## config.mk

```make
export PLATFORM = sky130hd
export DESIGN_NAME = line_plotter_flat
export DESIGN_NICKNAME = d
export VERILOG_FILES = /design/src/rtl/line_plotter_pkg.sv /design/src/rtl/line_plotter_if.sv /design/src/rtl/line_plotter_bresenham_step.sv /design/src/rtl/line_plotter.sv /design/src/flat_wrapper.sv
export SDC_FILE = /design/constraint.sdc
export NUM_CORES = 1
export LEC_CHECK = 0
export ABC_AREA = 1
export CELL_PAD_IN_SITES_DETAIL_PLACEMENT = 0
export CELL_PAD_IN_SITES_GLOBAL_PLACEMENT = 1
export CORE_MARGIN = 8
export CORE_UTILIZATION = 40
export DETAILED_ROUTE_END_ITERATION = 10
export MAX_ROUTING_LAYER = met4
export PLACE_DENSITY_LB_ADDON = 0.2
export SYNTH_ARGS = -nofsm -noshare
export SYNTH_HDL_FRONTEND = slang
export SYNTH_SLANG_ARGS = --single-unit
```

## constraint.sdc

```tcl
create_clock -name CLOCK_50 -period 6.75 [get_ports CLOCK_50]
set_input_delay 1.6875 -clock CLOCK_50 [delete_from_list [all_inputs] [get_ports CLOCK_50]]
set_output_delay 1.6875 -clock CLOCK_50 [all_outputs]
set_load 0.05 [all_outputs]
```

## src/rtl/line_plotter_pkg.sv

```systemverilog
// Shared definitions for the Bresenham line plotter, the VGA adapter
// instantiation and the top-level controller.
package line_plotter_pkg;

    localparam int X_W      = 8;
    localparam int Y_W      = 7;
    localparam int C_W      = 3;
    localparam int SCREEN_W = 160;
    localparam int SCREEN_H = 120;

    // Signed width of dx, dy and err; two extra bits give headroom for
    // the sign and for err + dx + dy with 8-bit coordinates.
    localparam int D_W = X_W + 2;

    typedef enum logic [1:0] {
        IDLE,
        INIT,
        DRAW,
        DONE
    } state_t;

endpackage

```

## src/rtl/line_plotter_if.sv

```systemverilog
// Line request / pixel-write bundle between a controller (master) and
// the line plotter (slave).
interface line_plotter_if;
    import line_plotter_pkg::*;

    logic           start;
    logic [X_W-1:0] x0;
    logic [Y_W-1:0] y0;
    logic [X_W-1:0] x1;
    logic [Y_W-1:0] y1;
    logic [C_W-1:0] colour_in;
    logic           busy;
    logic           done;
    logic [X_W-1:0] x;
    logic [Y_W-1:0] y;
    logic [C_W-1:0] colour;
    logic           plot;

    modport master (
        output start, x0, y0, x1, y1, colour_in,
        input  busy, done, x, y, colour, plot
    );

    modport slave (
        input  start, x0, y0, x1, y1, colour_in,
        output busy, done, x, y, colour, plot
    );

endinterface

```

## src/rtl/line_plotter_bresenham_step.sv

```systemverilog
// One Bresenham iteration: given the current point and error term,
// produce the next point and error term. Purely combinational.
module bresenham_step
    import line_plotter_pkg::*;
(
    input  logic signed [D_W-1:0] err,
    input  logic signed [D_W-1:0] dx,
    input  logic signed [D_W-1:0] dy,
    input  logic                  sx_neg,
    input  logic                  sy_neg,
    input  logic        [X_W-1:0] cx,
    input  logic        [Y_W-1:0] cy,
    output logic signed [D_W-1:0] err_next,
    output logic        [X_W-1:0] cx_next,
    output logic        [Y_W-1:0] cy_next
);

    logic signed [D_W:0] e2;
    logic signed [D_W:0] dx_ext;
    logic signed [D_W:0] dy_ext;
    logic                step_x;
    logic                step_y;

    // Decide which axes advance this pixel and apply both updates together.
    always_comb begin
        e2       = {err, 1'b0};
        dx_ext   = {dx[D_W-1], dx};
        dy_ext   = {dy[D_W-1], dy};
        step_x   = (e2 >= dy_ext);
        step_y   = (e2 <= dx_ext);
        err_next = err;
        cx_next  = cx;
        cy_next  = cy;
        if (step_x) begin
            err_next = err_next + dy;
            cx_next  = sx_neg ? (cx - X_W'(1)) : (cx + X_W'(1));
        end
        if (step_y) begin
            err_next = err_next + dx;
            cy_next  = sy_neg ? (cy - Y_W'(1)) : (cy + Y_W'(1));
        end
    end

endmodule

```

## src/rtl/line_plotter.sv

```systemverilog
// Bresenham line-drawing engine feeding the VGA adapter pixel-write port.
// One pixel per clock; off-screen pixels are walked with plot held low.
module line_plotter
    import line_plotter_pkg::*;
(
    input logic           CLOCK_50,
    input logic           reset,
    line_plotter_if.slave bus
);

    localparam logic [X_W-1:0] SCREEN_W_X = X_W'(SCREEN_W);
    localparam logic [Y_W-1:0] SCREEN_H_Y = Y_W'(SCREEN_H);

    state_t                state_q, state_d;
    logic        [X_W-1:0] x0_q, x0_d, x1_q, x1_d;
    logic        [Y_W-1:0] y0_q, y0_d, y1_q, y1_d;
    logic        [C_W-1:0] line_colour_q, line_colour_d;
    logic signed [D_W-1:0] dx_q, dx_d, dy_q, dy_d, err_q, err_d;
    logic                  sx_neg_q, sx_neg_d, sy_neg_q, sy_neg_d;
    logic        [X_W-1:0] cx_q, cx_d;
    logic        [Y_W-1:0] cy_q, cy_d;
    logic        [X_W-1:0] x_q, x_d;
    logic        [Y_W-1:0] y_q, y_d;
    logic        [C_W-1:0] colour_q, colour_d;
    logic                  plot_q, plot_d, busy_q, busy_d, done_q, done_d;

    logic signed [D_W-1:0] x_diff, y_diff, dx_abs, dy_neg;
    logic signed [D_W-1:0] err_step;
    logic        [X_W-1:0] cx_step;
    logic        [Y_W-1:0] cy_step;

    bresenham_step u_step (
        .err      (err_q),
        .dx       (dx_q),
        .dy       (dy_q),
        .sx_neg   (sx_neg_q),
        .sy_neg   (sy_neg_q),
        .cx       (cx_q),
        .cy       (cy_q),
        .err_next (err_step),
        .cx_next  (cx_step),
        .cy_next  (cy_step)
    );

    // Next-state, datapath and registered-output logic for the request FSM.
    always_comb begin
        state_d       = state_q;
        x0_d          = x0_q;
        y0_d          = y0_q;
        x1_d          = x1_q;
        y1_d          = y1_q;
        line_colour_d = line_colour_q;
        dx_d          = dx_q;
        dy_d          = dy_q;
        err_d         = err_q;
        sx_neg_d      = sx_neg_q;
        sy_neg_d      = sy_neg_q;
        cx_d          = cx_q;
        cy_d          = cy_q;
        x_d           = x_q;
        y_d           = y_q;
        colour_d      = colour_q;
        plot_d        = 1'b0;
        busy_d        = 1'b0;
        done_d        = 1'b0;
        x_diff        = $signed({2'b00, x1_q}) - $signed({2'b00, x0_q});
        y_diff        = $signed({{(D_W-Y_W){1'b0}}, y1_q}) - $signed({{(D_W-Y_W){1'b0}}, y0_q});
        dx_abs        = (x_diff < 0) ? -x_diff : x_diff;
        dy_neg        = (y_diff < 0) ? y_diff : -y_diff;

        case (state_q)
            IDLE: begin
                if (bus.start) begin
                    x0_d          = bus.x0;
                    y0_d          = bus.y0;
                    x1_d          = bus.x1;
                    y1_d          = bus.y1;
                    line_colour_d = bus.colour_in;
                    busy_d        = 1'b1;
                    state_d       = INIT;
                end
            end
            INIT: begin
                dx_d     = dx_abs;
                dy_d     = dy_neg;
                err_d    = dx_abs + dy_neg;
                sx_neg_d = !(x0_q < x1_q);
                sy_neg_d = !(y0_q < y1_q);
                cx_d     = x0_q;
                cy_d     = y0_q;
                busy_d   = 1'b1;
                state_d  = DRAW;
            end
            DRAW: begin
                x_d      = cx_q;
                y_d      = cy_q;
                colour_d = line_colour_q;
                plot_d   = (cx_q < SCREEN_W_X) && (cy_q < SCREEN_H_Y);
                busy_d   = 1'b1;
                if ((cx_q == x1_q) && (cy_q == y1_q)) begin
                    state_d = DONE;
                end else begin
                    err_d = err_step;
                    cx_d  = cx_step;
                    cy_d  = cy_step;
                end
            end
            DONE: begin
                done_d  = 1'b1;
                state_d = IDLE;
            end
            default: state_d = IDLE;
        endcase
    end

    // State and output registers, all cleared by synchronous reset.
    always_ff @(posedge CLOCK_50) begin
        if (reset) begin
            state_q       <= IDLE;
            x0_q          <= '0;
            y0_q          <= '0;
            x1_q          <= '0;
            y1_q          <= '0;
            line_colour_q <= '0;
            dx_q          <= '0;
            dy_q          <= '0;
            err_q         <= '0;
            sx_neg_q      <= 1'b0;
            sy_neg_q      <= 1'b0;
            cx_q          <= '0;
            cy_q          <= '0;
            x_q           <= '0;
            y_q           <= '0;
            colour_q      <= '0;
            plot_q        <= 1'b0;
            busy_q        <= 1'b0;
            done_q        <= 1'b0;
        end else begin
            state_q       <= state_d;
            x0_q          <= x0_d;
            y0_q          <= y0_d;
            x1_q          <= x1_d;
            y1_q          <= y1_d;
            line_colour_q <= line_colour_d;
            dx_q          <= dx_d;
            dy_q          <= dy_d;
            err_q         <= err_d;
            sx_neg_q      <= sx_neg_d;
            sy_neg_q      <= sy_neg_d;
            cx_q          <= cx_d;
            cy_q          <= cy_d;
            x_q           <= x_d;
            y_q           <= y_d;
            colour_q      <= colour_d;
            plot_q        <= plot_d;
            busy_q        <= busy_d;
            done_q        <= done_d;
        end
    end

    assign bus.busy   = busy_q;
    assign bus.done   = done_q;
    assign bus.x      = x_q;
    assign bus.y      = y_q;
    assign bus.colour = colour_q;
    assign bus.plot   = plot_q;

endmodule

```

## src/flat_wrapper.sv

```systemverilog
// flat-port wrapper written by rule: the top's interface ports become plain ports
module line_plotter_flat import line_plotter_pkg::*;
  (CLOCK_50, reset, bus_start, bus_x0, bus_y0, bus_x1, bus_y1, bus_colour_in, bus_busy, bus_done, bus_x, bus_y, bus_colour, bus_plot);
  line_plotter_if bus_i ();
  input logic CLOCK_50;
  input logic reset;
  input wire logic [$bits(bus_i.start)-1:0] bus_start;
  input wire logic [$bits(bus_i.x0)-1:0] bus_x0;
  input wire logic [$bits(bus_i.y0)-1:0] bus_y0;
  input wire logic [$bits(bus_i.x1)-1:0] bus_x1;
  input wire logic [$bits(bus_i.y1)-1:0] bus_y1;
  input wire logic [$bits(bus_i.colour_in)-1:0] bus_colour_in;
  output wire logic [$bits(bus_i.busy)-1:0] bus_busy;
  output wire logic [$bits(bus_i.done)-1:0] bus_done;
  output wire logic [$bits(bus_i.x)-1:0] bus_x;
  output wire logic [$bits(bus_i.y)-1:0] bus_y;
  output wire logic [$bits(bus_i.colour)-1:0] bus_colour;
  output wire logic [$bits(bus_i.plot)-1:0] bus_plot;
  assign bus_i.start = bus_start;
  assign bus_i.x0 = bus_x0;
  assign bus_i.y0 = bus_y0;
  assign bus_i.x1 = bus_x1;
  assign bus_i.y1 = bus_y1;
  assign bus_i.colour_in = bus_colour_in;
  assign bus_busy = bus_i.busy;
  assign bus_done = bus_i.done;
  assign bus_x = bus_i.x;
  assign bus_y = bus_i.y;
  assign bus_colour = bus_i.colour;
  assign bus_plot = bus_i.plot;
  line_plotter u_core (.CLOCK_50(CLOCK_50), .reset(reset), .bus(bus_i));
endmodule
```

==> results of run 1 <==
[sequential cells by signal, indices dropped and copies added (netlist names), 2 cells and up]
signal	cells
u_core.cx_q	8
u_core.bus.colour	3
u_core.dy_q	10
u_core.x1_q	8
u_core.line_colour_q	3
u_core.bus.y	7
u_core.err_q	10
u_core.y1_q	7
u_core.state_q	2
u_core.y0_q	7
u_core.cy_q	7
u_core.x0_q	8
u_core.dx_q	10
u_core.bus.x	8
[through the flow]
step	hold WS, ns	cells	util [%]	instance area (µm²)
global placement	0.469	1384	44.5	8270
detailed placement	0.479	1384	44.5	8270
CTS	0.494	1400	46.1	8570
floorplan	0.448	1119	-	7520
global route	0.519	1400	46.1	8570
finish	0.490	1400	46.1	8570
[final cells by class]
cell class | count | area (µm²)
Timing Repair Buffer | 60 | 591
Clock inverter | 5 | 65.1
Multi-Input combinational cell | 822 | 4710
Fill cell | 1957 | 10000
Tap cell | 234 | 293
Inverter | 165 | 619
Sequential cell | 103 | 2060
Clock buffer | 11 | 233
[cell usage after synthesis (2+ instances only)]
| cell | count | share of area, % |
|---|---|---|
| nand2_1 | 232 | 12 |
| inv_1 | 156 | 7.8 |
| nor2_1 | 116 | 5.8 |
| dfxtp_1 | 103 | 27 |
| o21ai_0 | 103 | 6.9 |
| a21oi_1 | 90 | 6.0 |
| ha_1 | 80 | 13 |
| nand3_1 | 55 | 3.7 |
| xor2_1 | 31 | 3.6 |
| clkbuf_1 | 23 | 1.1 |
| nand4_1 | 19 | 1.6 |
| xnor2_1 | 15 | 1.7 |
| o22ai_1 | 14 | 1.2 |
| o21ai_1 | 10 | 0.67 |
| fa_1 | 7 | 1.9 |
| inv_2 | 7 | 0.35 |
| a21o_1 | 6 | 0.60 |
| a31oi_1 | 6 | 0.50 |
| or2_2 | 6 | 0.50 |
| o211ai_1 | 4 | 0.40 |
| nand2_2 | 3 | 0.25 |
| nor3_1 | 3 | 0.20 |
| o21bai_1 | 3 | 0.30 |
| and2_1 | 2 | 0.17 |
| and3_1 | 2 | 0.17 |
| buf_6 | 2 | 0.30 |
| clkinv_1 | 2 | 0.10 |
| o21ai_2 | 2 | 0.23 |
| or2_1 | 2 | 0.17 |
[layer usage]
layer	global-route usage, %	share of wire, %	up-vias
met1	23.7	48	3193
met3	2.37	3.2	34
met4	6.74	2.4	0
met5	-	0	-
li1	-	-	3737
met2	30.5	46	115
[worst paths after layout]
| check | end | slack [ns] | depth (start not counted) |
|---|---|---|---|
| setup / recovery | u_core.err_q[5] | 3.06 | 17 |
| hold / removal | u_core.bus.x[0] | 0.49 | 2 |
| setup reg to reg | u_core.err_q[5] | 3.06 | 17 |
| hold reg to reg | u_core.bus.x[0] | 0.49 | 2 |
[worst max-delay path, stage by stage, from the launching register on]
cell and delay, ns:
dfxtp_1 0.34, inv_1 0.07, ha_1 0.37, a21oi_1 0.14, o211ai_1 0.64, nand2_1 0.13, xor2_1 0.25, inv_1 0.08
ha_1 0.41, nand2_1 0.11, nand3_1 0.16, a21oi_1 0.10, o21ai_0 0.15, a21oi_1 0.06, nor2_1 0.22, o21ai_0 0.17
a21oi_2 0.13, nor2_1 0.04
[logic make-up after synthesis]
kind of cell / share of synthesized area, %
and+or+nand+nor: 24.5
adders and majority gates: 15.2
DFF: 27.4
buffers and inverters: 9.96
AOI/OAI and AO/OA: 17.4
xor gates and xnor gates: 5.57
==> impl_metrics.env, run 1 <==
export IMPL_wl_per_cell_um=15.2
export IMPL_finalClockSkew_ns=0.0165
export IMPL_setup_violations=0
export IMPL_hold_violations=0
export IMPL_cts_resized=0
export IMPL_drt_iter0_drc=317
export IMPL_post_cts_buffers=0
export IMPL_grt_pass1_vias=6841
export IMPL_diodes=0
export IMPL_syn_avg_cell_area_um2=6.72
export IMPL_grt_overflow=0
export IMPL_final_common_cell="nand2_1"
export IMPL_crit_arrival_ns=3.94
export IMPL_drv_cap=0
export IMPL_cp_end_kind="flop"
export IMPL_cts_root_buf="clkbuf_16"
export IMPL_antenna_found_initial=0
export IMPL_synth_nets=1242
export IMPL_yosys_warnings=0
export IMPL_grt_total_usage_pct=18.8
export IMPL_totalNegativeSetupSlack_ns=0
export IMPL_clockBufferDepth=2
export IMPL_coreArea_um2=18600
export IMPL_grt_max_degree=71
export IMPL_die_area_um2=23400
export IMPL_place_ws_ns=3.08
export IMPL_ios=57
export IMPL_cp_start_kind="flop"
export IMPL_netlist_area_um2=7520
export IMPL_crit_path_max_fanout=11
export IMPL_rows=50
export IMPL_ys_types=44
export IMPL_synthFlopType="dfxtp_1"
export IMPL_hold_path_class="reg2reg"
export IMPL_htree_levels=3
export IMPL_clock_latency_ns=0.36
export IMPL_synthCells=1119
export IMPL_port_buffers=56
export IMPL_initial_core_util_pct=40.5
export IMPL_ys_seq_elements=103
export IMPL_rsz0062_at_grt="no"
export IMPL_syn_to_final_growth_pct=14.0
export IMPL_ys_seq_area_share_pct=27.4
export IMPL_gp_congestion=0.859
export IMPL_r2r_start="u_core.y0_q[4]"
export IMPL_ant_nets=0
export IMPL_synth_edf_count=0
export IMPL_crit_type="reg2reg"
export IMPL_min_period_over_period_pct=54.6
export IMPL_cts_made_buffers=9
export IMPL_async_reset_ff_share_pct=0
export IMPL_final_cell_mix="232 x nand2_1, 155 x inv_1, 116 x nor2_1, 103 x o21ai_0, 103 x dfxtp_1"
export IMPL_min_delay_start="u_core.bus.x[0]"
export IMPL_drive_gt1_share_pct=3.60
export IMPL_setup_ws_ns=3.06
export IMPL_fp_dieW_um=153
export IMPL_fin_crit_ns=3.69
export IMPL_cts_clk_slew_worst_paths_ns=0.08
export IMPL_postRouteWirelength_um=21300
export IMPL_dp_hpwl_um=16600
export IMPL_fmax_mhz=271
export IMPL_drt_pre_antenna_iters=5
export IMPL_slew_violations=0
export IMPL_status="completed"
export IMPL_die_h_um=153
export IMPL_grt_pass1_wl_um=34900
export IMPL_cts_tree="done"
export IMPL_ctsHoldBuffers=0
export IMPL_required_ns=7.00
export IMPL_tightest_slew_ns=0.760
export IMPL_startpoint="u_core.y0_q[4]"
export IMPL_fin_nets=1284
export IMPL_maxSlewHeadroom_pct=49.2
export IMPL_drcViolationCount=0
export IMPL_cts_sinks=103
export IMPL_dr_total_vias=7079
export IMPL_vias_per_cell=5.06
Power of run 1 is left out: the tool's default activity adds up to more than one toggle a clock period on the data nets, which glitch-free logic cannot reach.
==> run 2: changes to the inputs <==
==> constraint.sdc (replaced) <==
create_clock -name CLOCK_50 -period 3.7 [get_ports CLOCK_50]
set_input_delay 0.925 -clock CLOCK_50 [delete_from_list [all_inputs] [get_ports CLOCK_50]]
set_output_delay 0.925 -clock CLOCK_50 [all_outputs]
set_load 0.05 [all_outputs]
==> run 2 against run 1 <==
Compared with the run above:
- worst setup slack worse by 2.9 ns
- via count down 0.34%
- clock skew down 0.0074 ns
- critical endpoint unchanged
- sequential share of layout area down 0.67 points
==> impl_metrics.env, run 2 (same netlist as run 1, synthesis figures left out) <==
export IMPL_status="completed"
export IMPL_r2r_cells=17
export IMPL_htree_levels=3
export IMPL_cts_sinks=103
export IMPL_coreArea_um2=18600
export IMPL_dr_total_vias=7055
export IMPL_clock_latency_ns=0.36
export IMPL_grt_pass1_wl_um=35200
export IMPL_syn_to_final_growth_pct=17.2
export IMPL_totalNegativeSetupSlack_ns=0
export IMPL_grt_max_degree=49
export IMPL_fp_dieW_um=153
export IMPL_tightest_slew_ns=0.665
export IMPL_dp_hpwl_um=17200
export IMPL_cp_end_kind="flop"
export IMPL_hold_path_class="reg2reg"
export IMPL_ant_nets=0
export IMPL_postRouteWirelength_um=21600
export IMPL_fillers=1973
export IMPL_final_common_cell="nand2_1"
export IMPL_grt_total_usage_pct=19.1
export IMPL_maxSlewHeadroom_pct=55.4
export IMPL_min_delay_start="u_core.bus.x[0]"
export IMPL_finalClockSkew_ns=0.00914
export IMPL_rsz0062_at_grt="yes"
export IMPL_r2r_start="u_core.y0_q[4]"
export IMPL_die_area_um2=23400
export IMPL_grt_overflow=0
export IMPL_cp_start_kind="flop"
export IMPL_cts_root_buf="clkbuf_16"
export IMPL_min_period_over_period_pct=94.5
export IMPL_slew_violations=0
export IMPL_fmax_mhz=286
export IMPL_final_cell_mix="232 x nand2_1, 155 x inv_1, 114 x nor2_1, 103 x dfxtp_1, 98 x o21ai_0"
export IMPL_drt_iter0_drc=327
export IMPL_worstHoldPathCells=2
export IMPL_register_area_um2=2060
export IMPL_drcViolationCount=0
export IMPL_startpoint="u_core.y0_q[4]"
export IMPL_clockBufferDepth=2
export IMPL_wl_per_cell_um=15.2
export IMPL_antenna_found_initial=0
export IMPL_drt_pre_antenna_iters=5
export IMPL_required_ns=3.96
export IMPL_initial_core_util_pct=40.5
export IMPL_drv_cap=0
export IMPL_fin_nets=1309
export IMPL_grt_pass1_vias=6980
export IMPL_cts_tree="done"
export IMPL_rows=50
export IMPL_cts_clk_slew_worst_paths_ns=0.08
export IMPL_diodes=0
export IMPL_fin_crit_ns=3.50
export IMPL_crit_arrival_ns=3.75
export IMPL_port_buffers=56
export IMPL_die_h_um=153
export IMPL_ios=57
export IMPL_hold_violations=0
export IMPL_crit_type="reg2reg"
export IMPL_hold_slack_ns=0.464
export IMPL_multiInputGateArea_um2=4780
export IMPL_vias_per_cell=4.95
export IMPL_setup_violations=0
export IMPL_cts_made_buffers=9
export IMPL_crit_path_max_fanout=8
export IMPL_top_regs="u_core.dx_q x10, u_core.dy_q x10, u_core.err_q x10"
export IMPL_drive_gt1_share_pct=6.80
export IMPL_ctsHoldBuffers=0
export IMPL_gp_congestion=0.895
-- run 2: critical path, stage by stage (launching register included) --
cell,delay (ns)
dfxtp_1,0.36
inv_1,0.07
ha_1,0.36
a21oi_1,0.14
o211ai_1,0.52
nand2_1,0.13
xor2_1,0.23
inv_1,0.10
ha_2,0.39
nand2_1,0.09
nand3_1,0.16
a21oi_1,0.11
o21ai_0,0.15
a21oi_1,0.07
nor2_1,0.17
o21ai_0,0.15
a21oi_2,0.15
nor2_1,0.06
-- run 2: metrics by stage --
| step | setup WS (ns) | utilization (%) | area (µm²) | instances |
|---|---|---|---|---|
| 5_1_grt | -0.0596 | 47.4 | 8820 | 1425 |
| 2_1_floorplan | 0.657 | - | 7520 | 1119 |
| 4_1_cts | 0.0407 | 46.9 | 8710 | 1420 |
| 3_5_place_dp | 0.0674 | 45.3 | 8420 | 1404 |
| 6_report | 0.202 | 47.4 | 8820 | 1425 |
| 3_3_place_gp | -0.0408 | 45.3 | 8420 | 1404 |
-- run 2: worst paths after layout --
kind | end | slack (ns)
max | u_core.err_q[5] | 0.20
min | u_core.bus.x[0] | 0.46
max reg2reg | u_core.err_q[5] | 0.20
min reg2reg | u_core.bus.x[0] | 0.46
-- run 2: area by class of cell --
cell class	count	area share [%]
multi-input cells	822	54.2
clock inverters	6	0.653
well taps	234	3.32
flip-flops and latches	103	23.4
clock buffers	10	2.60
inverters	165	7.03
repair buffers	85	8.83
-- run 2: routing by layer --
metal | GRT usage (%) | up-vias | share of wire (%)
li1 | - | 3793 | -
met1 | 22.9 | 3145 | 47
met2 | 32.5 | 96 | 48
met3 | 3.07 | 21 | 3.1
met4 | 5.23 | 0 | 1.5
met5 | - | - | 0
-- run 2: repair_timing --
action,4_1_cts,5_1_grt
gates resized for setup,0,18
setup endpoints to repair,0,5
setup buffers,0,5
Power of run 2 is left out for the same reason.
